`src/rtl/sha2_add_pkg.sv`:
```
// Shared widths, word types and the lane-split carry helper for the SHA-2 adders.
package sha2_add_pkg;

    localparam int unsigned DATA_W         = 64;
    localparam int unsigned LANE_W         = 32;
    localparam int unsigned LANE_SPLIT_BIT = 32;

    typedef logic [DATA_W-1:0] word64_t;
    typedef logic [LANE_W-1:0] word32_t;

    // Carry vectors shift left by one; the bit entering the upper lane only survives in 64-bit mode.
    function automatic word64_t shift_gate(input word64_t maj, input logic mode64);
        word64_t r;
        r                 = maj << 1;
        r[LANE_SPLIT_BIT] = maj[LANE_SPLIT_BIT-1] & mode64;
        return r;
    endfunction

endpackage

```
`src/rtl/csa_4to2.sv`:
```
// Combinational 4:2 carry-save compressor built from two 3:2 rows, with lane-split carry gating.
module csa_4to2
    import sha2_add_pkg::*;
(
    input  word64_t a,
    input  word64_t b,
    input  word64_t c,
    input  word64_t d,
    input  logic    mode64,
    output word64_t sum,
    output word64_t carry
);

    word64_t s1;
    word64_t m1;
    word64_t c1;
    word64_t m2;

    always_comb begin
        s1    = a ^ b ^ c;
        m1    = (a & b) | (a & c) | (b & c);
        c1    = shift_gate(m1, mode64);
        sum   = s1 ^ c1 ^ d;
        m2    = (s1 & c1) | (s1 & d) | (c1 & d);
        carry = shift_gate(m2, mode64);
    end

endmodule

```
`src/rtl/add64_4_inputs.sv`:
```
// Four-operand registered adder, one 64-bit lane or two 32-bit lanes.
// Define ADD64_4IN_PIPE2_EN to register the carry-save vectors (latency 2 instead of 1).
module add64_4_inputs
    import sha2_add_pkg::*;
#(
    parameter int unsigned DATA_W = 64
) (
    input  logic              clk,
    input  logic              rst_n,
    input  logic [DATA_W-1:0] AIN,
    input  logic [DATA_W-1:0] BIN,
    input  logic [DATA_W-1:0] CIN,
    input  logic [DATA_W-1:0] DIN,
    input  logic              mode64,
    output logic [DATA_W-1:0] SUM_OUT
);

    word64_t csa_sum;
    word64_t csa_carry;
    word64_t fin_sum;
    word64_t fin_carry;
    logic    fin_mode;
    word64_t result;
    logic [LANE_W:0] lo_sum;
    word32_t         hi_sum;

    csa_4to2 u_csa (
        .a      (AIN),
        .b      (BIN),
        .c      (CIN),
        .d      (DIN),
        .mode64 (mode64),
        .sum    (csa_sum),
        .carry  (csa_carry)
    );

`ifdef ADD64_4IN_PIPE2_EN
    word64_t sum_q;
    word64_t carry_q;
    logic    mode_q;

    always_ff @(posedge clk or negedge rst_n) begin
        if (!rst_n) begin
            sum_q   <= '0;
            carry_q <= '0;
            mode_q  <= 1'b0;
        end else begin
            sum_q   <= csa_sum;
            carry_q <= csa_carry;
            mode_q  <= mode64;
        end
    end

    // The staged mode travels with its vectors so a mode flip never mixes with older data.
    assign fin_sum   = sum_q;
    assign fin_carry = carry_q;
    assign fin_mode  = mode_q;
`else
    assign fin_sum   = csa_sum;
    assign fin_carry = csa_carry;
    assign fin_mode  = mode64;
`endif

    // Carry-propagate add split at the lane boundary so the cross-lane carry can be gated.
    always_comb begin
        lo_sum = {1'b0, fin_sum[LANE_W-1:0]} + {1'b0, fin_carry[LANE_W-1:0]};
        hi_sum = fin_sum[DATA_W-1:LANE_W] + fin_carry[DATA_W-1:LANE_W]
               + {{(LANE_W-1){1'b0}}, lo_sum[LANE_W] & fin_mode};
        result = {hi_sum, lo_sum[LANE_W-1:0]};
    end

    always_ff @(posedge clk or negedge rst_n) begin
        if (!rst_n) begin
            SUM_OUT <= '0;
        end else begin
            SUM_OUT <= result;
        end
    end

endmodule

```
`config.mk`:
```
export PLATFORM = sky130hd
export DESIGN_NAME = add64_4_inputs
export DESIGN_NICKNAME = d
export VERILOG_FILES = /design/src/rtl/sha2_add_pkg.sv /design/src/rtl/csa_4to2.sv /design/src/rtl/add64_4_inputs.sv
export SDC_FILE = /design/constraint.sdc
export NUM_CORES = 1
export LEC_CHECK = 0
export ABC_AREA = 1
export ABC_CLOCK_PERIOD_IN_PS = 800
export CORE_ASPECT_RATIO = 0.8
export CORE_MARGIN = 1
export CORE_UTILIZATION = 47
export CTS_BUF_LIST = sky130_fd_sc_hd__clkbuf_16
export CTS_CLUSTER_DIAMETER = 30
export DETAILED_ROUTE_END_ITERATION = 10
export GPL_ROUTABILITY_DRIVEN = 1
export GPL_TIMING_DRIVEN = 0
export PLACE_DENSITY = 0.87
export SYNTH_ARGS = -nofsm -noshare
export SYNTH_HDL_FRONTEND = slang
export SYNTH_HIERARCHICAL = 1
export SYNTH_SLANG_ARGS = --single-unit
export TNS_END_PERCENT = 1
```
`constraint.sdc`:
```
create_clock -name clk -period 0.8 [get_ports clk]
set_input_delay 0.12 -clock clk [delete_from_list [all_inputs] [get_ports clk]]
set_output_delay 0.12 -clock clk [all_outputs]
set_load 0.01 [all_outputs]
```
== Word-level counts from Yosys, hierarchy flattened ==
Index checks and enable logic that the tools add are counted.

* Register bits: 64
* Latch bits: 0
* RAM bits: 0
* ROM bits: 0
* Input bits: 259
* Memories: 0

* Add/sub/neg operators: 3
* Multipliers: 0
* Div/mod/pow operators: 0
* Order comparisons: 0
* Equality and inequality tests: 0
* Shift operators: 0
* Muxes and demuxes: 0
* Bitwise gates (word level): 17
* Reductions and logical operators: 0

{| class="wikitable"
|+ Operators by type and width
! cell !! number
|-
| $and 63x63->63 || 6
|-
| $xor 64x64->64 || 4
|-
| $or 63x63->63 || 4
|-
| $add 32x32->33 || 1
|-
| $add 32x1->32 || 1
|-
| $add 32x32->32 || 1
|-
| $and 1x1->1 || 3
|}

== Logic depth before layout (Yosys ltp) ==
* Word-level depth: 10
* Gate-level depth with buffers: 24
* Depth with buffers taken out: 24

== Modules after synthesis ==
Netlist, hierarchy kept.

{| class="wikitable"
|+ By module, submodules not included
! module !! instances !! cells an instance !! area an instance (um^2) !! seq. area each (um^2)
|-
| add64_4_inputs || 1 || 1072 || 6476.2 || 1601.5
|-
| csa_4to2 || 1 || 151 || 2625.0 || 0.0
|}

== Least setup slack after synthesis ==
Ideal clock, no wire load.

* Path type: input to register
* From: in AIN[1]
* To: reg SUM_OUT[61]
* Setup time: 0.117 ns
* Arrival time: 3.301 ns
* Setup slack: -2.617 ns
* Stages: 22
* Cell sequence: fa_1 -> fa_1 -> fa_1 -> nand3_1 -> nand3_1 -> nand2_1 -> nand2_2 -> nand3_1 -> nand3_1 -> nand2_1 -> nand2_1 -> fa_1 -> nand2_1 -> nand2_1 -> nand3_1 -> nand2_1 -> nand2_1 -> nand2_2 -> nand2_2 -> nand2_1 -> nand2_1 -> nand2_1

* Elaborated cells on any way between the ends: 16

{| class="wikitable"
|+ RTL lines
! item !! line !! text
|-
| start, declared || add64_4_inputs.sv:10 || <nowiki>input logic [DATA_W-1:0] AIN,</nowiki>
|-
| $xor 64x64->64 (2 in a row) || csa_4to2.sv:20 || <nowiki>s1 = a ^ b ^ c;</nowiki>
|-
| $xor 64x64->64 (2 in a row) || csa_4to2.sv:23 || <nowiki>sum = s1 ^ c1 ^ d;</nowiki>
|-
| via csa_sum[1] || add64_4_inputs.sv:18 || <nowiki>word64_t csa_sum;</nowiki>
|-
| $add 32x32->33 || add64_4_inputs.sv:66 || <nowiki>lo_sum = {1'b0, fin_sum[LANE_W-1:0]} + {1'b0, fin_carry[LANE_W-1:0]};</nowiki>
|-
| $and 1x1->1 || add64_4_inputs.sv:68 || <nowiki>+ {{(LANE_W-1){1'b0}}, lo_sum[LANE_W] & fin_mode};</nowiki>
|-
| $add 32x1->32 || add64_4_inputs.sv:68 ||
|-
| via hi_sum[29] || add64_4_inputs.sv:25 || <nowiki>word32_t hi_sum;</nowiki>
|-
| end signal, assigned || add64_4_inputs.sv:76 || <nowiki>SUM_OUT <= result;</nowiki>
|-
| end, declared || add64_4_inputs.sv:15 || <nowiki>output logic [DATA_W-1:0] SUM_OUT</nowiki>
|}

The timed path passes the listed nets, and every way through them passes these cells.

== Worst setup path after layout ==
* From: in CIN[17]
* To: reg SUM_OUT[60]

* Elaborated cells on any way between the ends: 15

{| class="wikitable"
|+ RTL lines
! item !! line !! text
|-
| start, declared || add64_4_inputs.sv:12 || <nowiki>input logic [DATA_W-1:0] CIN,</nowiki>
|-
| $xor 64x64->64 || csa_4to2.sv:20 ||
|-
| $xor 64x64->64 (2 in a row) || csa_4to2.sv:23 ||
|-
| via csa_sum[17] || add64_4_inputs.sv:18 ||
|-
| $add 32x32->33 || add64_4_inputs.sv:66 ||
|-
| $and 1x1->1 || add64_4_inputs.sv:68 ||
|-
| $add 32x1->32 || add64_4_inputs.sv:68 ||
|-
| via hi_sum[28] || add64_4_inputs.sv:25 ||
|}

The timed path passes the listed nets, and every way through them passes these cells.

==> summary.txt <==
Run status
  • Failing checks: hold timing, setup timing
  • Status: complete, but fails checks

Logic synthesis
  • Main flop type after synthesis: dfrtp_1
  • #FFs+latches synth: 64
  • Yosys warns: 6
  • Synth unique cells: 25
  • Part of the Yosys area used for sequential elements: 0.1760
  • Mux contribution to synthesized area: 0
  • Post-synth top area share: 0.2794
  • Count leader, synth: nand2_1
  • Ys async rst share: 1.000
  • Synth Area in Adders: 0.3660
  • Largest family of logic cells by synthesized area: adder cells
  • Post-synth EDFFs: 0
  • Largest cells by area after synthesis: fa_1, nand2_1, dfrtp_1
  • Post-Synth XOR/XNOR Area: 0.03176
  • Simple-gate share of the synthesized area: 0.2968
  • Post-synthesis area per instance: 7.442 um2
  • Yosys top cell by area: fa_1
  • Synth Area in Compound Gates: 0.02640
  • Synth top cells by count: nand2_1, inv_1, fa_1
  • Post-synthesis cell count: 1223
  • Synthesized area: 9101 um2
  • Syn Nets: 1672

Cells and area
  • Largest register FFs: 64
  • Area grow syn2layout: 58.80%
  • Post-layout util: 0.7617
  • Nets@finish: 2095
  • Most flop-heavy register: SUM_OUT
  • Fill cell count: 1219
  • Post-route cell area: 14450 um2
  • Top Registers: SUM_OUT (64)
  • Layout cell share with drive strength beyond 1: 0.2853

Route
  • Routed vias: 9933
  • DR pass1 iterations: 6
  • ANT nets after route: 0
  • Wire per inst: 16.79 um
  • Iteration-0 DRC Markers: 640
  • Via-to-Cell Ratio: 5.201
  • Post-route DRC: 0
  • Routed wire length: 32.07 mm

Setup path
  • WP data arrival: 3.58 ns
  • WS Path Type: input port to register
  • Largest fanout on the critical path: 4
  • Crit end category: register
  • Required @ worst endpoint: 1.03 ns
  • Startpoint types: input port

Place
  • Dpl ws: -3.348 ns
  • IO Port Bufs: 322
  • GP Congestion: 0.9476
  • Placed cell areas: 12710 um2
  • Detail Placement HPWL: 22.12 mm

CTS
  • Clock Path Buffers: 2
  • Total CTS buffers: 9
  • H-tree levels: 3
  • Root Driver: clkbuf_16
  • Clk sink count: 64
  • CTS tree: built
  • Clock slew at reported path FFs: 0.06 ns

STA
  • Final setup fails: 128
  • Post-route setup TNS: -135.26 ns
  • Worst hold slack: -0.1059 ns
  • Fin crit share: 4.180
  • Min Tclk post-route: 3.344 ns
  • Worst slew margin: 0.3913
  • Final Hold Viols: 64
  • Pins Over Slew Limit: 0
  • F_max: 299.0 MHz
  • Worst-Margin Slew: 0.9130 ns
  • Unrepaired setup endpoints after global routing: yes
  • Final worst slack: -2.544 ns

Worst hold path
  • Hold Crit Class: input port to async pin

Die
  • Die width: 157.6 um
  • Row cnt: 45
  • Die Area: 19930 um2
  • Core area: 18970 um2
  • Starting Density: 0.4797
  • Top-Level Pins: 323
  • Die span in y: 126.5 um

Global route
  • Pin count of the biggest net entering global routing: 65
  • First-pass GRT wire length: 46.33 mm
  • Initial antenna violation count: 0
  • GRT Util Overall: 0.2997
  • Vias in the first global route: 9926
  • GRT Residual Overflow: 0

Job
  • Max-cap viol count: 0

Power
  • P per Cell Area: 2720 nW/um2
  • Peak supply drop: 1683 uV
  • Tot Pwr: 39320 uW
  • Leakage power: 0.007556 uW
layer usage:
metal	track usage	share of wire	wire [um]	vias up
met5	0	0	0	-
met4	0.1542	0.056	1800	0
met3	0.07106	0.086	2758	175
met2	0.5544	0.51	16360	605
met1	0.3141	0.35	11150	4663
li1	-	-	-	4490
per-stage QoR:
| step | hold slack, ns | std cells |
|---|---|---|
| after floorplan | -0.1756 | 1223 |
| after global placement | 0.8746 | 1803 |
| after detailed placement | 0.2918 | 1803 |
| after CTS | -0.07095 | 1885 |
| after global routing | -0.02188 | 1909 |
| final | -0.1059 | 1910 |
what timing repair did:
| action | CTS | global route |
|---|---|---|
| pin swaps | 172 | 135 |
| setup endpoints to repair | 128 | 128 |
| gates resized for setup | 631 | 146 |
| hold endpoints to repair | 64 | 31 |
| setup buffers | 66 | 24 |
worst max-delay path by stage:
stage	from	end	slack, ns	depth (start not counted)
3_3_place_gp	AIN[17]	SUM_OUT[60]	-3.34	23
4_1_cts	CIN[19]	SUM_OUT[59]	-2.46	23
6_report	CIN[17]	SUM_OUT[60]	-2.54	23
5_1_grt	CIN[17]	SUM_OUT[60]	-2.67	23
3_5_place_dp	AIN[17]	SUM_OUT[60]	-3.35	23
2_1_floorplan	AIN[1]	SUM_OUT[61]	-2.43	22
cells by family (layout without fill, tap and decap cells):
| group | Yosys count | count (layout) |
|---|---|---|
| XOR/XNOR | 33 | 33 |
| buffers and inverters | 248 | 676 |
| flip-flops | 64 | 64 |
| other | 1 | 2 |
| adder cells (fa/ha/maj) | 190 | 190 |
| AND/OR/NAND/NOR | 641 | 641 |
| AO/OA/AOI/OAI | 46 | 46 |
report_power, final:
| group | switching (uW) | internal [uW] |
|---|---|---|
| sequential | 628 | 4970 |
| combinational | 16700 | 12700 |
| clock | 1600 | 2680 |
placed cells by master, fill, tap and decap left out, types with 5 or more instances in the layout:
cell / n
nor3_2: 5
ha_4: 32
dfrtp_1: 64
fa_2: 21
nand2_1: 368
nand2_4: 42
clkdlybuf4s50_1: 162
nor2_1: 64
a21oi_1: 27
ha_1: 30
dlygate4sd2_1: 27
fa_1: 106
clkbuf_2: 26
buf_4: 72
nand2_2: 76
nand4_1: 8
nand3_2: 13
clkbuf_16: 9
clkdlybuf4s15_1: 16
buf_2: 50
xor2_1: 29
nor2_2: 12
inv_2: 23
inv_1: 225
buf_6: 53
nand3_1: 39
a21oi_2: 10
critical path, cell delays in order:
cell and delay [ns]:
buf_2 0.11, fa_1 0.55, fa_1 0.45, ha_4 0.19, inv_1 0.22, nand2_2 0.15
a21oi_4 0.17, inv_1 0.08, a21oi_2 0.16, nand3_2 0.10, nand2_2 0.07, nand2_2 0.05
fa_2 0.37, nand2_4 0.10, nand2_4 0.08, nand2_4 0.08, nand2_4 0.07, nand3_4 0.07
nand2_4 0.08, nand2_4 0.09, nand2_2 0.06, nand2_2 0.08, nand2_2 0.06
layout make-up:
type	instances	area, um2	area share
Antenna cell	1	2.502	0.0001731
Buffer	1	7.507	0.0005194
Clock buffer	9	225.2	0.01558
Clock inverter	7	80.08	0.005541
Inverter	247	932.1	0.06450
Multi-Input combinational cell	911	7661	0.5301
Sequential cell	64	1602	0.1108
Tap cell	258	322.8	0.02234
Timing Repair Buffer	412	3620	0.2505
(Power assumes the default switching activity.)
